==> config.mk <==
export PLATFORM = sky130hd
export DESIGN_NAME = key_multi_press
export DESIGN_NICKNAME = d
export VERILOG_FILES = /design/src/rtl/key_pkg.sv /design/src/rtl/key_channel.sv /design/src/rtl/key_multi_press.sv
export SDC_FILE = /design/constraint.sdc
export NUM_CORES = 1
export LEC_CHECK = 0
export ABC_AREA = 0
export CORE_UTILIZATION = 55
export CTS_CLUSTER_SIZE = 25
export DETAILED_ROUTE_END_ITERATION = 10
export PLACE_DENSITY = 0.73
export RECOVER_POWER = 25
export SYNTH_ARGS = -nofsm -noshare
export SYNTH_HDL_FRONTEND = slang
export SYNTH_SLANG_ARGS = --single-unit
export TNS_END_PERCENT = 50
==> constraint.sdc <==
create_clock -name clk -period 3 [get_ports clk]
set_clock_uncertainty 0.15 [all_clocks]
set_input_delay 0.75 -clock clk [delete_from_list [all_inputs] [get_ports clk]]
set_output_delay 0.75 -clock clk [all_outputs]
set_load 0.01 [all_outputs]
==> src/rtl/key_pkg.sv <==
// Shared types and width helpers for the multi-key press classifier.
package key_pkg;

    // Per-channel classifier state.
    typedef enum logic [1:0] {
        IDLE    = 2'd0,
        PRESSED = 2'd1,
        LONG    = 2'd2
    } key_state_t;

    // Bits needed to hold the values 0..max_count.
    function automatic int unsigned cnt_width(input int unsigned max_count);
        return (max_count < 1) ? 1 : $clog2(max_count + 1);
    endfunction

    // Counter widths for the default timing (50 MHz board clock).
    localparam int unsigned DEF_DB_W   = cnt_width(255);
    localparam int unsigned DEF_HOLD_W = cnt_width(25000000);
    localparam int unsigned DEF_REP_W  = cnt_width(5000000);

endpackage

==> src/rtl/key_channel.sv <==
// One button channel: 2-FF synchroniser, debounce filter and
// short / long / auto-repeat press classifier.
module key_channel
    import key_pkg::*;
#(
    parameter int unsigned DEBOUNCE_CNT = 255,
    parameter int unsigned LONG_CNT     = 25000000,
    parameter int unsigned REPEAT_EN    = 1,
    parameter int unsigned REPEAT_CNT   = 5000000,
    parameter int unsigned ACTIVE_LOW   = 1
) (
    input  logic clk,
    input  logic rst_n,
    input  logic button,
    output logic key_held,
    output logic key_press_short,
    output logic key_press_long,
    output logic key_repeat
);

    localparam int unsigned DB_W   = cnt_width(DEBOUNCE_CNT);
    localparam int unsigned HOLD_W = cnt_width(LONG_CNT);
    localparam int unsigned REP_W  = cnt_width(REPEAT_CNT);

    localparam logic [DB_W-1:0]   DB_LAST   = DB_W'(DEBOUNCE_CNT - 1);
    localparam logic [DB_W-1:0]   DB_SAT    = DB_W'(DEBOUNCE_CNT);
    localparam logic [HOLD_W-1:0] HOLD_LAST = HOLD_W'(LONG_CNT - 1);
    localparam logic [HOLD_W-1:0] HOLD_SAT  = HOLD_W'(LONG_CNT);
    localparam logic [REP_W-1:0]  REP_LAST  = REP_W'(REPEAT_CNT - 1);
    localparam logic [REP_W-1:0]  REP_SAT   = REP_W'(REPEAT_CNT);

    // Level the raw input shows while the button is released.
    localparam logic REL_LVL = (ACTIVE_LOW != 0) ? 1'b1 : 1'b0;

    logic              sync1;
    logic              sync2;
    logic              p;
    logic              db;
    logic [DB_W-1:0]   db_cnt;
    logic              db_toggle;
    logic              db_rise;
    logic              db_fall;

    key_state_t        state;
    logic [HOLD_W-1:0] hold_cnt;
    logic [REP_W-1:0]  rep_cnt;
    logic              short_q;
    logic              long_q;
    logic              rep_q;

    // Two-flop synchroniser, reset to the released level.
    always_ff @(posedge clk or negedge rst_n) begin
        if (!rst_n) begin
            sync1 <= REL_LVL;
            sync2 <= REL_LVL;
        end else begin
            sync1 <= button;
            sync2 <= sync1;
        end
    end

    // Polarity normalisation and debounce toggle decode.
    // The classifier acts on the toggle event rather than on the new db
    // level so that it changes state on the same edge as key_held.
    always_comb begin
        p         = (ACTIVE_LOW != 0) ? ~sync2 : sync2;
        db_toggle = (p != db) && (db_cnt == DB_LAST);
        db_rise   = db_toggle && !db;
        db_fall   = db_toggle && db;
    end

    // Debounce: accept a new level after DEBOUNCE_CNT stable samples.
    always_ff @(posedge clk or negedge rst_n) begin
        if (!rst_n) begin
            db     <= 1'b0;
            db_cnt <= '0;
        end else if (p == db) begin
            db_cnt <= '0;
        end else if (db_toggle) begin
            db     <= ~db;
            db_cnt <= '0;
        end else if (db_cnt != DB_SAT) begin
            db_cnt <= db_cnt + DB_W'(1);
        end
    end

    // Press classifier with registered one-cycle pulse outputs.
    always_ff @(posedge clk or negedge rst_n) begin
        if (!rst_n) begin
            state    <= IDLE;
            hold_cnt <= '0;
            rep_cnt  <= '0;
            short_q  <= 1'b0;
            long_q   <= 1'b0;
            rep_q    <= 1'b0;
        end else begin
            short_q <= 1'b0;
            long_q  <= 1'b0;
            rep_q   <= 1'b0;
            case (state)
                IDLE: begin
                    if (db_rise) begin
                        state    <= PRESSED;
                        hold_cnt <= '0;
                    end
                end
                PRESSED: begin
                    // Release takes priority over a long press due this cycle.
                    if (db_fall) begin
                        short_q <= 1'b1;
                        state   <= IDLE;
                    end else if (hold_cnt == HOLD_LAST) begin
                        long_q  <= 1'b1;
                        state   <= LONG;
                        rep_cnt <= '0;
                    end else if (hold_cnt != HOLD_SAT) begin
                        hold_cnt <= hold_cnt + HOLD_W'(1);
                    end
                end
                LONG: begin
                    // Release suppresses any repeat due this cycle.
                    if (db_fall) begin
                        state <= IDLE;
                    end else if (REPEAT_EN != 0) begin
                        if (rep_cnt == REP_LAST) begin
                            rep_q   <= 1'b1;
                            rep_cnt <= '0;
                        end else if (rep_cnt != REP_SAT) begin
                            rep_cnt <= rep_cnt + REP_W'(1);
                        end
                    end else begin
                        rep_cnt <= '0;
                    end
                end
                default: begin
                    state <= IDLE;
                end
            endcase
        end
    end

    assign key_held        = db;
    assign key_press_short = short_q;
    assign key_press_long  = long_q;
    assign key_repeat      = rep_q;

endmodule

==> src/rtl/key_multi_press.sv <==
// N independent push-button channels, each debounced and classified
// into short press, long press and auto-repeat pulses.
module key_multi_press
    import key_pkg::*;
#(
    parameter int unsigned N_KEYS       = 4,
    parameter int unsigned DEBOUNCE_CNT = 255,
    parameter int unsigned LONG_CNT     = 25000000,
    parameter int unsigned REPEAT_EN    = 1,
    parameter int unsigned REPEAT_CNT   = 5000000,
    parameter int unsigned ACTIVE_LOW   = 1
) (
    input  logic              clk,
    input  logic              rst_n,
    input  logic [N_KEYS-1:0] button,
    output logic [N_KEYS-1:0] key_held,
    output logic [N_KEYS-1:0] key_press_short,
    output logic [N_KEYS-1:0] key_press_long,
    output logic [N_KEYS-1:0] key_repeat
);

    for (genvar i = 0; i < N_KEYS; i++) begin : g_ch
        key_channel #(
            .DEBOUNCE_CNT (DEBOUNCE_CNT),
            .LONG_CNT     (LONG_CNT),
            .REPEAT_EN    (REPEAT_EN),
            .REPEAT_CNT   (REPEAT_CNT),
            .ACTIVE_LOW   (ACTIVE_LOW)
        ) u_ch (
            .clk             (clk),
            .rst_n           (rst_n),
            .button          (button[i]),
            .key_held        (key_held[i]),
            .key_press_short (key_press_short[i]),
            .key_press_long  (key_press_long[i]),
            .key_repeat      (key_repeat[i])
        );
    end

endmodule

# After elaboration in Yosys (flattened, before gate mapping)
# Cells that the tools add are included.
# totals
reg_bits	256
latchBits	0
ramBits	0
rom_bits	0
inputBits	6
out_inout_bits	16
memories	0
# classes
addsub	12
multipliers	0
div_mod_pow	0
n_lt_le_gt_ge	0
n_eq_ne	76
n_shift	0
muxes	108
bitwise	12
reduce_logical	48
# op_table
operator	count
two-way mux 23 bit	20
two-way mux 25 bit	16
one-hot mux 25 bit (2 select lines)	4
one-hot mux 23 bit (2 select lines)	4
adder 25 x 1 -> 25 bit (second input constant)	4
== test 25 bit (second input constant)	4
inequality test 25 bit (second input constant)	4
two-way mux 8 bit	12
adder 23 x 1 -> 23 bit (second input constant)	4
== test 23 bit (second input constant)	4
inequality test 23 bit (second input constant)	4
AND reduction 5 bit	8
adder 8 x 1 -> 8 bit (second input constant)	4
== test 8 bit (second input constant)	4
two-way mux 1 bit	32
two-way mux 2 bit	16
inequality test 2 x 1 -> 1 bit (second input constant)	16
inequality test 8 bit (second input constant)	4
inequality test 2 bit (second input constant)	12
inequality test 3 x 1 -> 1 bit (second input constant)	8
one-hot mux 2 bit (3 select lines)	4
nonzero test 2 bit	8
logical AND 1 bit	12
inverter 1 bit	12
other kinds (9)	36

# Logic depth before layout (Yosys ltp)
# Gate-level depths: netlist of run 1.
# logic_depth
word_depth	6
ltp_mapped	11
mapped_depth_nobuf	8

# By module
# Synthesis of run 1 repeated with hierarchy kept, for this count alone.
# hier_totals
cells_unflattened	1598
area_unflattened_um2	14800.4
# modules_own_cells
module	n_inst	cells_each	area_each_um2	seq_area_each_um2
key_channel at g_ch[0].u_ch ...	3	396	3683.5	1604.0
key_channel at g_ch[3].u_ch	1	410	3749.8	1604.0

# Least setup slack after synthesis of run 1
# OpenSTA, ideal clock, no wires.
# synth_path
path_type	register to register
from	register g_ch[0].u_ch.state[0]
to	register g_ch[0].u_ch.rep_cnt[20]
setup_ps	125
arrival_ps	2294
required_time_ps	2725
path_slack_ps	430
path_stages_with_launch	12
n_path_buf	3
cell_sequence	dfrtp_1 > inv_1 > ha_1 > clkbuf_1 > inv_1 > o41ai_1 > o41ai_4 > o211ai_4 > or2_1 > buf_6 > buf_6 > o21ai_1
# synth_via
elab_chain_len	3
# synth_lines
element	line	source
start: declaration	key_channel.sv:44	key_state_t state;
start signal: assignment	key_channel.sv:90	state <= IDLE;
start signal: assignment	key_channel.sv:103	state <= PRESSED;
start signal: assignment	key_channel.sv:111	state <= IDLE;
== test 2 bit or == test 2 x 1 -> 1 bit (tied branches)	key_channel.sv:100	case (state)
inequality test 3 x 1 -> 1 bit (no line), or another cell as far along	-	
AND reduction 5 bit (no line)	-	
end signal: assignment	key_channel.sv:129	rep_cnt <= rep_cnt + REP_W'(1);
end: declaration	key_channel.sv:46	logic [REP_W-1:0] rep_cnt;
# Several ways; a longest one is shown, not always the timed one.
# A chain may end at the register's enable or synchronous reset.

# Worst setup path in the final report of run 1
# layout_path
from	register g_ch[2].u_ch.rep_cnt[17]
to	register g_ch[2].u_ch.rep_cnt[12]
# layout_via
elab_chain_len	4
# layout_lines
element	line	source
start: declaration	key_channel.sv:46	
start signal: assignment	key_channel.sv:129	
== test 23 bit	key_channel.sv:125	if (rep_cnt == REP_LAST) begin
two-way mux 23 bit	key_channel.sv:125	
two-way mux 23 bit	key_channel.sv:122	if (db_fall) begin
one-hot mux 23 bit (2 select lines)	key_channel.sv:100	
# Several ways; a longest one is shown, not always the timed one. The select of a mux whose other input is x is not followed.

==> out/results.tsv, run 1 <==
stage	metric	value	unit
setup_path	regToRegSetupSlack	0.21	ns
yosys	ys.flop_type	dfrtp_1	
hold_path	hold_end	g_ch[0].u_ch.sync2$_DFF_PN1_	
sta	slew_headroom	-7.64	%
setup_path	reg2reg_from	g_ch[2].u_ch.rep_cnt[17]$_DFFE_PN0P_	
grt	grt_pass1_vias	12600	
power_and_ir_drop	p_comb_share	1.6	%
sta	maxSlewViolCount	58	
status	violations	max-capacitance violations, max-slew violations	
drt	drt-vias-per-instance	6.40	
placement	finalWeightedCongestion	0.859	
yosys	syn-num-nets	1779	
sta	setup_ws	0.213	ns
final_layout	fillers	2261	
placement	post-dp-hpwl	22400	um
status	outcome	finished with violations	
sta	fin_hold_ws	0.205	ns
setup_path	reg2regPathDepth	8	
final_layout	instances_no_fill	2109	
power_and_ir_drop	peakVddDrop	0.405	mV
yosys	yosys.area.top_type	dfrtp_1	
final_layout	area_growth_syn_to_layout	11.1	%
floorplanning	die_h	168	um
final_layout	drive_above_1_share	8.60	%
final_layout	multi_input_area	8110	um^2
setup_path	cp_max_fo	16	
placement	post-place-ws	0.125	ns
final_layout	antenna_cells	0	
drt	vias	13500	
setup_path	required	3.27	ns
floorplanning	die_area	28300	um^2
placement	dp.cells	2053	
placement	port_buffers	21	
power_and_ir_drop	p_clk_share	51.6	%
yosys	ys_seq_elements	256	
clock_network	cts_buffers	30	
grt	grt_usage	24.1	%
yosys	synth_warnings	0	
sta	rsz0062_at_grt	false	
drt	dr.first_iter.drc_count	1036	
grt	grt_pass1_wl	58800	um
hold_path	hold_depth	0	
grt	grt_max_degree	60	
hold_path	hold_path.startpoint	g_ch[0].u_ch.sync1$_DFF_PN1_	
sta	fin_crit_sh	92.9	%
floorplanning	die_x	168	um
drt	final_antenna_net_count	0	
grt	antenna_found_initial	0	
sta	hold_viol	0	
floorplanning	row_count	60	
yosys	synth_edf_count	0	
final_layout	finalNetCount	1786	
power_and_ir_drop	swShare	21.4	%
clock_network	clk_latency	0.55	ns
yosys	yosysSeqAreaShare	42.2	%
clock_network	htree_levels	1	
sta	tightest_slew	1.61	ns
yosys	async_flop_share	100	%
setup_path	critical_path.endpoint_type	flip-flop	
floorplanning	initial_core_util	56.2	%
job	cap_violations	1	
clock_network	cts_sinks	256	
hold_path	hold_path_class	flip-flop to flip-flop	
setup_path	cp.arrival	3.06	ns
yosys	ys_top_cells_by_area	dfrtp_1 (41%), nand3_1 (5.3%), nand2_1 (4.3%)	
drt	drt-total-wl	33900	um
power_and_ir_drop	leakage	6.93	nW
clock_network	cts_tree	done	
final_layout	finalInstanceArea	16900	um^2
sta	fin_crit	2.79	ns
sta	finalSetupTns	0	ns
clock_network	cts-root-buf	clkbuf_16	
clock_network	cts.clk_slew.worst_paths	0.06	ns
yosys	synth_cell_types	82	
yosys	synth.avg_cell_area	8.75	um^2
clock_network	cts_hold_buf	0	
grt	gr-total-overflow	0	
floorplanning	ioPinCount	22	
yosys	syn_area	15200	um^2
setup_path	worst-setup-path-type	flip-flop to flip-flop	
clock_network	clockBufferDepth	3	
power_and_ir_drop	pwr-share-seq	46.8	%
yosys	synth_top_area_share	40.8	%
drt	dr.pass1.iters	5	
placement	dpl_cell_area	15900	um^2
power_and_ir_drop	p_int	5.88	mW
sta	final-setup-viol-count	0	
power_and_ir_drop	switching_power	1.60	mW
drt	wire_per_inst	16.1	um
power_and_ir_drop	p_per_area	443	nW/um^2
clock_network	cts_post_setup_buffers_inserted	0	
floorplanning	core-area	27000	um^2
yosys	synth_cells	1737	
setup_path	worstReg2RegEnd	g_ch[2].u_ch.rep_cnt[12]$_DFFE_PN0P_	
sta	clock.fmax	359	MHz
drt	drc	0	
setup_path	cp-start-kind	flip-flop	
final_layout	regArea	6420	um^2
## how the worst max path moves through the flow
stage	from	to	slack, ns
after floorplan	g_ch[0].u_ch.state[0]$_DFFE_PN0P_	g_ch[0].u_ch.rep_cnt[20]$_DFFE_PN0P_	0.43
after global placement	g_ch[0].u_ch.hold_cnt[11]$_DFFE_PN0P_	g_ch[0].u_ch.rep_cnt[13]$_DFFE_PN0P_	0.23
final	g_ch[2].u_ch.rep_cnt[17]$_DFFE_PN0P_	g_ch[2].u_ch.rep_cnt[12]$_DFFE_PN0P_	0.21
after global routing	g_ch[0].u_ch.hold_cnt[2]$_DFFE_PN0P_	g_ch[0].u_ch.rep_cnt[13]$_DFFE_PN0P_	0.1
after detailed placement	g_ch[0].u_ch.db_cnt[0]$_DFFE_PN0P_	g_ch[0].u_ch.rep_cnt[2]$_DFFE_PN0P_	0.13
after CTS	g_ch[0].u_ch.db_cnt[0]$_DFFE_PN0P_	g_ch[0].u_ch.rep_cnt[16]$_DFFE_PN0P_	0.15
## registers in the layout (all words and copies together), names as in the netlist
signal	flops
g_ch.u_ch.db_cnt	32
g_ch.u_ch.hold_cnt	100
g_ch.u_ch.key_held	4
g_ch.u_ch.key_press_long	4
g_ch.u_ch.key_press_short	4
g_ch.u_ch.key_repeat	4
g_ch.u_ch.rep_cnt	92
g_ch.u_ch.state	8
g_ch.u_ch.sync1	4
g_ch.u_ch.sync2	4
## metrics by stage
stage          util, %  power, mW
2_1_floorplan        -       3.59
3_3_place_gp      58.7       3.69
3_5_place_dp      58.7       3.69
4_1_cts           62.6       7.58
5_1_grt           62.5       7.73
6_report          62.5       7.48
## synthesized netlist by cell type, types with 26 or more instances
cell type and instances:
o21ai_0 112, nand3_1 160, nor2_1 113, or4_1 26, clkbuf_1 67, nand4_1 58
inv_1 58, and3_1 63, dfrtp_1 248, nand2_1 175, o21ai_1 30, and4_1 30
ha_1 36, a31oi_1 38, nor4_1 34, a21oi_1 40, o31ai_1 61, nor3_1 45
## cells in the final DEF (no fill, tap or decap), types with 11 or more instances in the layout
| cell | instances |
|---|---|
| o21ai_1 | 29 |
| nor4_1 | 34 |
| a211o_1 | 14 |
| and4_1 | 30 |
| a31oi_1 | 38 |
| nand2b_1 | 23 |
| nor2_1 | 113 |
| nand4_1 | 58 |
| buf_4 | 47 |
| o21ai_0 | 112 |
| o41ai_1 | 13 |
| dfrtp_1 | 248 |
| clkdlybuf4s50_1 | 16 |
| nand2_1 | 175 |
| and2_1 | 21 |
| or3_1 | 11 |
| o31ai_1 | 59 |
| nor4b_1 | 16 |
| a21oi_1 | 40 |
| nor2b_1 | 14 |
| nand3b_1 | 12 |
| ha_1 | 36 |
| nor3_1 | 45 |
| inv_1 | 58 |
| nand3_1 | 160 |
| a22o_1 | 16 |
| or2_2 | 11 |
| or4_1 | 26 |
| and3_1 | 63 |
| clkbuf_16 | 31 |
## what timing repair did
item	CTS	global route
endpoints found under the setup margin	0	23
endpoints found under the hold margin	0	0
resized for setup	0	3
## per-layer routing
| layer | part of all wire [%] | track usage, % | vias up |
|---|---|---|---|
| met4 | 1.6 | 6.01 | 0 |
| met2 | 45 | 38.8 | 296 |
| met3 | 4.5 | 2.80 | 52 |
| li1 | - | - | 6577 |
| met1 | 49 | 34.8 | 6568 |
| met5 | 0 | 0 | - |
## cells by family (layout without fill, tap and decap cells)
logic type                 Yosys count  count (layout)  synth area share (%)
buffers and inverters              158             189                  4.54
DFF                                256             256                  42.2
xor gates and xnor gates            20              20                  1.15
AOI/OAI and AO/OA                  423             423                  19.1
adders and majority gates           36              36                  2.96
muxes                                3               3                 0.198
and+or+nand+nor                    841             841                  29.8
## power groups by stage
stage	sequential, mW	clock (mW)	combinational, mW
4_1_cts	3.50	3.95	0.135
3_5_place_dp	3.56	0	0.134
5_1_grt	3.50	4.08	0.142
6_report	3.50	3.86	0.119
2_1_floorplan	3.56	0	0.0331
3_3_place_gp	3.56	0	0.133
## cell type report
| type | count | share of cell area [%] |
|---|---|---|
| well taps | 341 | 2.53 |
| repair buffers | 75 | 3.86 |
| clock buffers | 40 | 5.15 |
| flip-flops and latches | 256 | 38.0 |
| multi-input cells | 1323 | 48.0 |
| clock inverters | 16 | 1.16 |
| inverters | 58 | 1.29 |
## critical path, cell delays in order, from the launching register on
cell      delay [ns]
dfrtp_1         0.46
or4b_2          0.69
nor4_1          0.27
buf_4           0.18
a31oi_1         0.07
a21bo_2         0.31
nand2b_1        0.16
buf_4           0.24
o311ai_1        0.13
(Power assumes the default switching activity.)
==> run 2, diff against run 1 <==
CAP_MARGIN = 25   (was not set)
CORE_UTILIZATION = 45   (was 55)
PLACE_DENSITY = 0.62   (was 0.73)
==> run 2 against run 1 <==
  * The flow now finishes without violations
  * Largest power group unchanged
  * Critical endpoint is now g_ch[1].u_ch.hold_cnt[23]$_DFFE_PN0P_
  * Utilization is 11 points lower
  * Global-route usage down 3.7 points
  * Fmax up 2.1%
  * Sequential power about the same
  * Final cell count grew 4.7%
  * Non-clock buffer count shrank 1
  * Clock power fell by 6.7%
  * Count of clock-buffer cells in the layout up 10
  * Sequential share of layout area is 0.067 points lower
  * Highest routed layer unchanged
  * Hold slack is essentially flat
  * Via count is 1.6% lower
  * Critical path depth rose by 1
==> out/results.tsv, run 2 (same netlist as run 1, synthesis figures left out) <==
stage	metric	value	unit
hold_path	hold_path.startpoint	g_ch[0].u_ch.sync1$_DFF_PN1_	
setup_path	cp_max_fo	17	
setup_path	cp-start-kind	flip-flop	
drt	drt-vias-per-instance	6.01	
sta	tightest_slew	1.17	ns
power_and_ir_drop	leakage	6.88	nW
grt	grt_max_degree	89	
clock_network	htree_levels	1	
grt	gr-total-overflow	0	
clock_network	cts_post_setup_buffers_inserted	0	
final_layout	antenna_cells	0	
floorplanning	ioPinCount	22	
final_layout	final_core_util	51.5	%
power_and_ir_drop	p_per_area	427	nW/um^2
final_layout	top_regs	g_ch.u_ch.hold_cnt x100, g_ch.u_ch.rep_cnt x92, g_ch.u_ch.db_cnt x32	
floorplanning	core-area	32900	um^2
sta	fin_hold_ws	0.204	ns
placement	post-dp-hpwl	22500	um
setup_path	reg2reg_from	g_ch[1].u_ch.db_cnt[0]$_DFFE_PN0P_	
sta	maxSlewViolCount	0	
clock_network	cts-root-buf	clkbuf_16	
placement	port_buffers	21	
setup_path	regToRegSetupSlack	0.27	ns
setup_path	worst-setup-path-type	flip-flop to flip-flop	
hold_path	hold_path_class	flip-flop to flip-flop	
placement	finalWeightedCongestion	0.818	
clock_network	clockBufferDepth	3	
drt	wire_per_inst	15.7	um
final_layout	finalNetCount	1785	
status	outcome	finished clean	
final_layout	layout_commonest_cell	dfrtp_1	
power_and_ir_drop	peakVddDrop	0.488	mV
setup_path	required	3.34	ns
setup_path	reg2regPathDepth	9	
setup_path	worstReg2RegEnd	g_ch[1].u_ch.hold_cnt[23]$_DFFE_PN0P_	
drt	final_antenna_net_count	0	
sta	hold_viol	0	
floorplanning	row_count	66	
sta	final-setup-viol-count	0	
grt	grt_usage	20.4	%
sta	finalSetupTns	0	ns
floorplanning	die_x	186	um
drt	vias	13300	
sta	slew_headroom	22.1	%
final_layout	area_growth_syn_to_layout	11.3	%
clock_network	cts_buffers	30	
setup_path	cp.arrival	3.07	ns
hold_path	hold_depth	0	
sta	fin_crit	2.73	ns
clock_network	cts_sinks	256	
grt	grt_pass1_vias	12500	
sta	fin_crit_sh	91.0	%
sta	rsz0062_at_grt	false	
sta	clock.fmax	366	MHz
floorplanning	initial_core_util	46.2	%
final_layout	drive_above_1_share	7.87	%
grt	grt_pass1_wl	59800	um
drt	dr.pass1.iters	5	
hold_path	hold_end	g_ch[0].u_ch.sync2$_DFF_PN1_	
drt	dr.first_iter.drc_count	944	
clock_network	cts_tree	done	
floorplanning	die_area	34500	um^2
final_layout	top_register	g_ch.u_ch.hold_cnt	
drt	drc	0	
final_layout	largest_reg_flops	100	
power_and_ir_drop	finalPower	7.22	mW
final_layout	mostFrequentLayoutCells	dfrtp_1 (248), nand2_1 (175), nand3_1 (160)	
setup_path	critical_path.endpoint_type	flip-flop	
clock_network	cts.clk_slew.worst_paths	0.06	ns
grt	antenna_found_initial	0	
clock_network	clk_latency	0.55	ns
drt	drt-total-wl	34600	um
job	cap_violations	0	
floorplanning	die_h	186	um
-- run 2: cell types whose count changed in the layout (fill, tap and decap cells not counted), sizes merged --
cell         delta
clkbuf          +7
clkinv          -4
bufinv          -3
clkinvlp        -2
inv             -2
buf             +1
dlygate4sd3     +1
-- run 2: worst max-delay path by stage --
stage,startpoint,to,slack (ns)
4_1_cts,g_ch[1].u_ch.hold_cnt[10]$_DFFE_PN0P_,g_ch[1].u_ch.rep_cnt[12]$_DFFE_PN0P_,0.19
3_3_place_gp,g_ch[2].u_ch.rep_cnt[17]$_DFFE_PN0P_,g_ch[2].u_ch.rep_cnt[12]$_DFFE_PN0P_,0.24
5_1_grt,g_ch[1].u_ch.hold_cnt[10]$_DFFE_PN0P_,g_ch[1].u_ch.rep_cnt[12]$_DFFE_PN0P_,0.02
2_1_floorplan,g_ch[0].u_ch.state[0]$_DFFE_PN0P_,g_ch[0].u_ch.rep_cnt[20]$_DFFE_PN0P_,0.43
6_report,g_ch[1].u_ch.db_cnt[0]$_DFFE_PN0P_,g_ch[1].u_ch.hold_cnt[23]$_DFFE_PN0P_,0.27
3_5_place_dp,g_ch[1].u_ch.hold_cnt[10]$_DFFE_PN0P_,g_ch[1].u_ch.rep_cnt[20]$_DFFE_PN0P_,0.18
-- run 2: per-layer routing --
metal	global-route usage [%]	part of all wire, %
met3	2.45	2.9
met4	4.92	1.8
met5	0	0
met1	28.8	50
met2	33.3	46
-- run 2: critical path: stages, from the launching register on --
cell      delay (ns)
dfrtp_1         0.40
inv_1           0.06
ha_1            0.23
and3_1          0.21
and4_1          0.23
a211oi_1        0.41
o21ai_2         0.27
buf_12          0.23
or4_1           0.39
nand3_1         0.09
-- run 2: layout make-up --
cell class	instances	area, um^2
sequential	256	6420
clock inverter	5	50.0
fill	3145	16000
clock buffer	50	927
tap	442	553
multi-input combinational	1323	8100
inverter	58	218
timing repair buffer	74	649
-- run 2: power by group --
part	internal, mW	total (mW)	switching [mW]
combinational	0.0282	0.120	0.0917
clock	2.17	3.60	1.43
sequential	3.48	3.50	0.0218
total	5.67	7.22	1.54
-- run 2: metrics by stage --
stage                     area [um^2]  setup slack [ns]  instances
after global routing            16900            0.0233       2208
after global placement          16000             0.244       2152
after floorplan                 15200             0.430       1737
final                           16900             0.271       2208
after detailed placement        16000             0.177       2152
after CTS                       16900             0.194       2208
-- run 2: timing repair --
item                                    CTS  global route
endpoints found under the setup margin    0             9
endpoints found under the hold margin    15             0
gates resized for setup                   0             1
hold buffers                              1             0
==> run 3, diff against run 2 <==
CORE_UTILIZATION = 30   (was 45)
PLACE_DENSITY = 0.46   (was 0.62)
==> run 3 against run 2 <==
  * The flow now finishes with violations (max-capacitance violations, max-slew violations)
  * Non-clock buffer count grew 13
  * Register-to-register slack better by 0.07 ns
  * Hold slack about the same
  * Clock power increased by 14%
  * Sequential share of layout area is 1.1 points lower
  * Die area increased by 49%
  * Power grew 7.0%
  * Critical endpoint is now g_ch[2].u_ch.rep_cnt[8]$_DFFE_PN0P_
  * Largest power group unchanged
==> out/results.tsv, run 3 (same netlist as run 1, synthesis figures left out) <==
stage	metric	value	unit
status	outcome	finished with violations	
status	violations	max-capacitance violations, max-slew violations	
drt	drt-vias-per-instance	5.39	
floorplanning	ioPinCount	22	
final_layout	mostFrequentLayoutCells	dfrtp_1 (248), nand2_1 (175), nand3_1 (160)	
power_and_ir_drop	swShare	22.1	%
drt	dr.first_iter.drc_count	1055	
final_layout	finalNetCount	1803	
final_layout	largest_reg_flops	100	
sta	slew_headroom	-1.70	%
setup_path	worst-setup-path-type	flip-flop to flip-flop	
power_and_ir_drop	pwr-share-seq	45.3	%
sta	setup_ws	0.338	ns
clock_network	htree_levels	2	
final_layout	layout_commonest_cell	dfrtp_1	
clock_network	cts_sinks	256	
sta	maxSlewViolCount	53	
floorplanning	die_x	227	um
setup_path	max_stage_delay	0.55	ns
sta	hold_viol	0	
power_and_ir_drop	p_comb_share	1.7	%
setup_path	critical_path.endpoint_type	flip-flop	
final_layout	final_core_util	34.8	%
sta	clock.fmax	376	MHz
setup_path	cp_max_fo	14	
grt	gr-total-overflow	0	
setup_path	cp.arrival	2.93	ns
floorplanning	die_area	51500	um^2
clock_network	cts_tree	done	
final_layout	instances_no_fill	2458	
placement	dp.cells	2395	
placement	port_buffers	21	
power_and_ir_drop	switching_power	1.71	mW
final_layout	fillers	5131	
grt	grt_usage	14.9	%
clock_network	cts_post_setup_buffers_inserted	0	
power_and_ir_drop	leakage	7.00	nW
setup_path	cp-start-kind	flip-flop	
power_and_ir_drop	p_int	6.01	mW
floorplanning	core-area	50100	um^2
drt	wire_per_inst	15.3	um
final_layout	drive_above_1_share	8.90	%
placement	post-place-ws	0.351	ns
placement	dpl_cell_area	16300	um^2
grt	antenna_found_initial	0	
hold_path	hold_depth	0	
floorplanning	initial_core_util	30.3	%
power_and_ir_drop	p_clk_share	53.0	%
grt	grt_pass1_vias	12400	
drt	drc	0	
sta	finalSetupTns	0	ns
drt	drt-total-wl	37500	um
final_layout	top_register	g_ch.u_ch.hold_cnt	
drt	dr.pass1.iters	5	
power_and_ir_drop	finalPower	7.72	mW
drt	vias	13200	
placement	post-dp-hpwl	24500	um
sta	rsz0062_at_grt	false	
clock_network	cts-root-buf	clkbuf_16	
final_layout	area_growth_syn_to_layout	14.7	%
final_layout	antenna_cells	0	
drt	final_antenna_net_count	0	
clock_network	cts_buffers	35	
power_and_ir_drop	peakVddDrop	0.290	mV
placement	finalWeightedCongestion	0.783	
floorplanning	row_count	82	
sta	final-setup-viol-count	0	
sta	fin_crit	2.66	ns
setup_path	critPathSlowestCell	or4_1	
setup_path	required	3.27	ns
power_and_ir_drop	p_per_area	443	nW/um^2
clock_network	clockBufferDepth	3	
grt	grt_max_degree	56	
clock_network	cts.clk_slew.worst_paths	0.06	ns
setup_path	reg2regPathDepth	7	
final_layout	top_regs	g_ch.u_ch.hold_cnt x100, g_ch.u_ch.rep_cnt x92, g_ch.u_ch.db_cnt x32	
clock_network	clk_latency	0.53	ns
job	cap_violations	1	
sta	tightest_slew	1.53	ns
grt	grt_pass1_wl	64000	um
floorplanning	die_h	227	um
final_layout	finalInstanceArea	17400	um^2
sta	fin_hold_ws	0.204	ns
hold_path	hold_path_class	flip-flop to flip-flop	
setup_path	crit_chain	or4_1, nor3_2, nand4b_1, a21bo_2, nand2b_1, buf_4, o41ai_1	
sta	fin_crit_sh	88.7	%
## run 3: cell types whose count changed in the layout (fill, tap and decap cells not counted), moves of 2 or more
cell	previous run	this run
clkbuf_8	8	3
clkbuf_16	31	37
buf_6	2	0
buf_4	47	61
clkinv_2	4	8
clkbuf_2	0	2
## run 3: worst paths after layout
kind | from | to | slack (ns)
setup / recovery | g_ch[2].u_ch.hold_cnt[15]$_DFFE_PN0P_ | g_ch[2].u_ch.rep_cnt[8]$_DFFE_PN0P_ | 0.34
hold / removal | g_ch[2].u_ch.sync1$_DFF_PN1_ | g_ch[2].u_ch.sync2$_DFF_PN1_ | 0.20
setup reg to reg | g_ch[2].u_ch.hold_cnt[15]$_DFFE_PN0P_ | g_ch[2].u_ch.rep_cnt[8]$_DFFE_PN0P_ | 0.34
hold reg to reg | g_ch[2].u_ch.sync1$_DFF_PN1_ | g_ch[2].u_ch.sync2$_DFF_PN1_ | 0.20
max in group asynchronous | rst_n | g_ch[3].u_ch.sync1$_DFF_PN1_ | 0.52
min in group asynchronous | rst_n | g_ch[2].u_ch.db_cnt[5]$_DFFE_PN0P_ | 0.99
## run 3: area by class of cell
cell class	count	area (um^2)	area share, %
Inverter	58	218	1.25
Clock buffer	51	1010	5.79
Clock inverter	11	108	0.617
Timing Repair Buffer	87	738	4.24
Tap cell	672	841	4.82
Multi-Input combinational cell	1323	8100	46.5
Sequential cell	256	6420	36.8
## run 3: timing repair
item | in CTS | in global routing
gates resized for setup | 0 | 0
endpoints found under the hold margin | 28 | 0
hold buffers | 1 | 0
## run 3: metal layers
layer	vias up	wire length (um)	global-route usage (%)
met5	-	0	0
met4	0	790	5.00
met3	47	1130	2.28
met2	161	16600	23.1
met1	6423	19100	21.0
li1	6610	-	-
## run 3: critical path, delay by kind of cell (launching register included)
family,cells,cell delay [ns]
AND/OR/NAND/NOR,4,1.22
buffers and inverters,1,0.20
flip-flops,1,0.42
AO/OA/AOI/OAI,2,0.55
## run 3: power by group through the flow
stage	logic [mW]	clock network (mW)	registers (mW)
final	0.129	4.09	3.50
after global routing	0.154	4.40	3.50
after detailed placement	0.140	0	3.56
after global placement	0.140	0	3.56
after floorplan	0.0331	0	3.56
after CTS	0.141	4.28	3.50
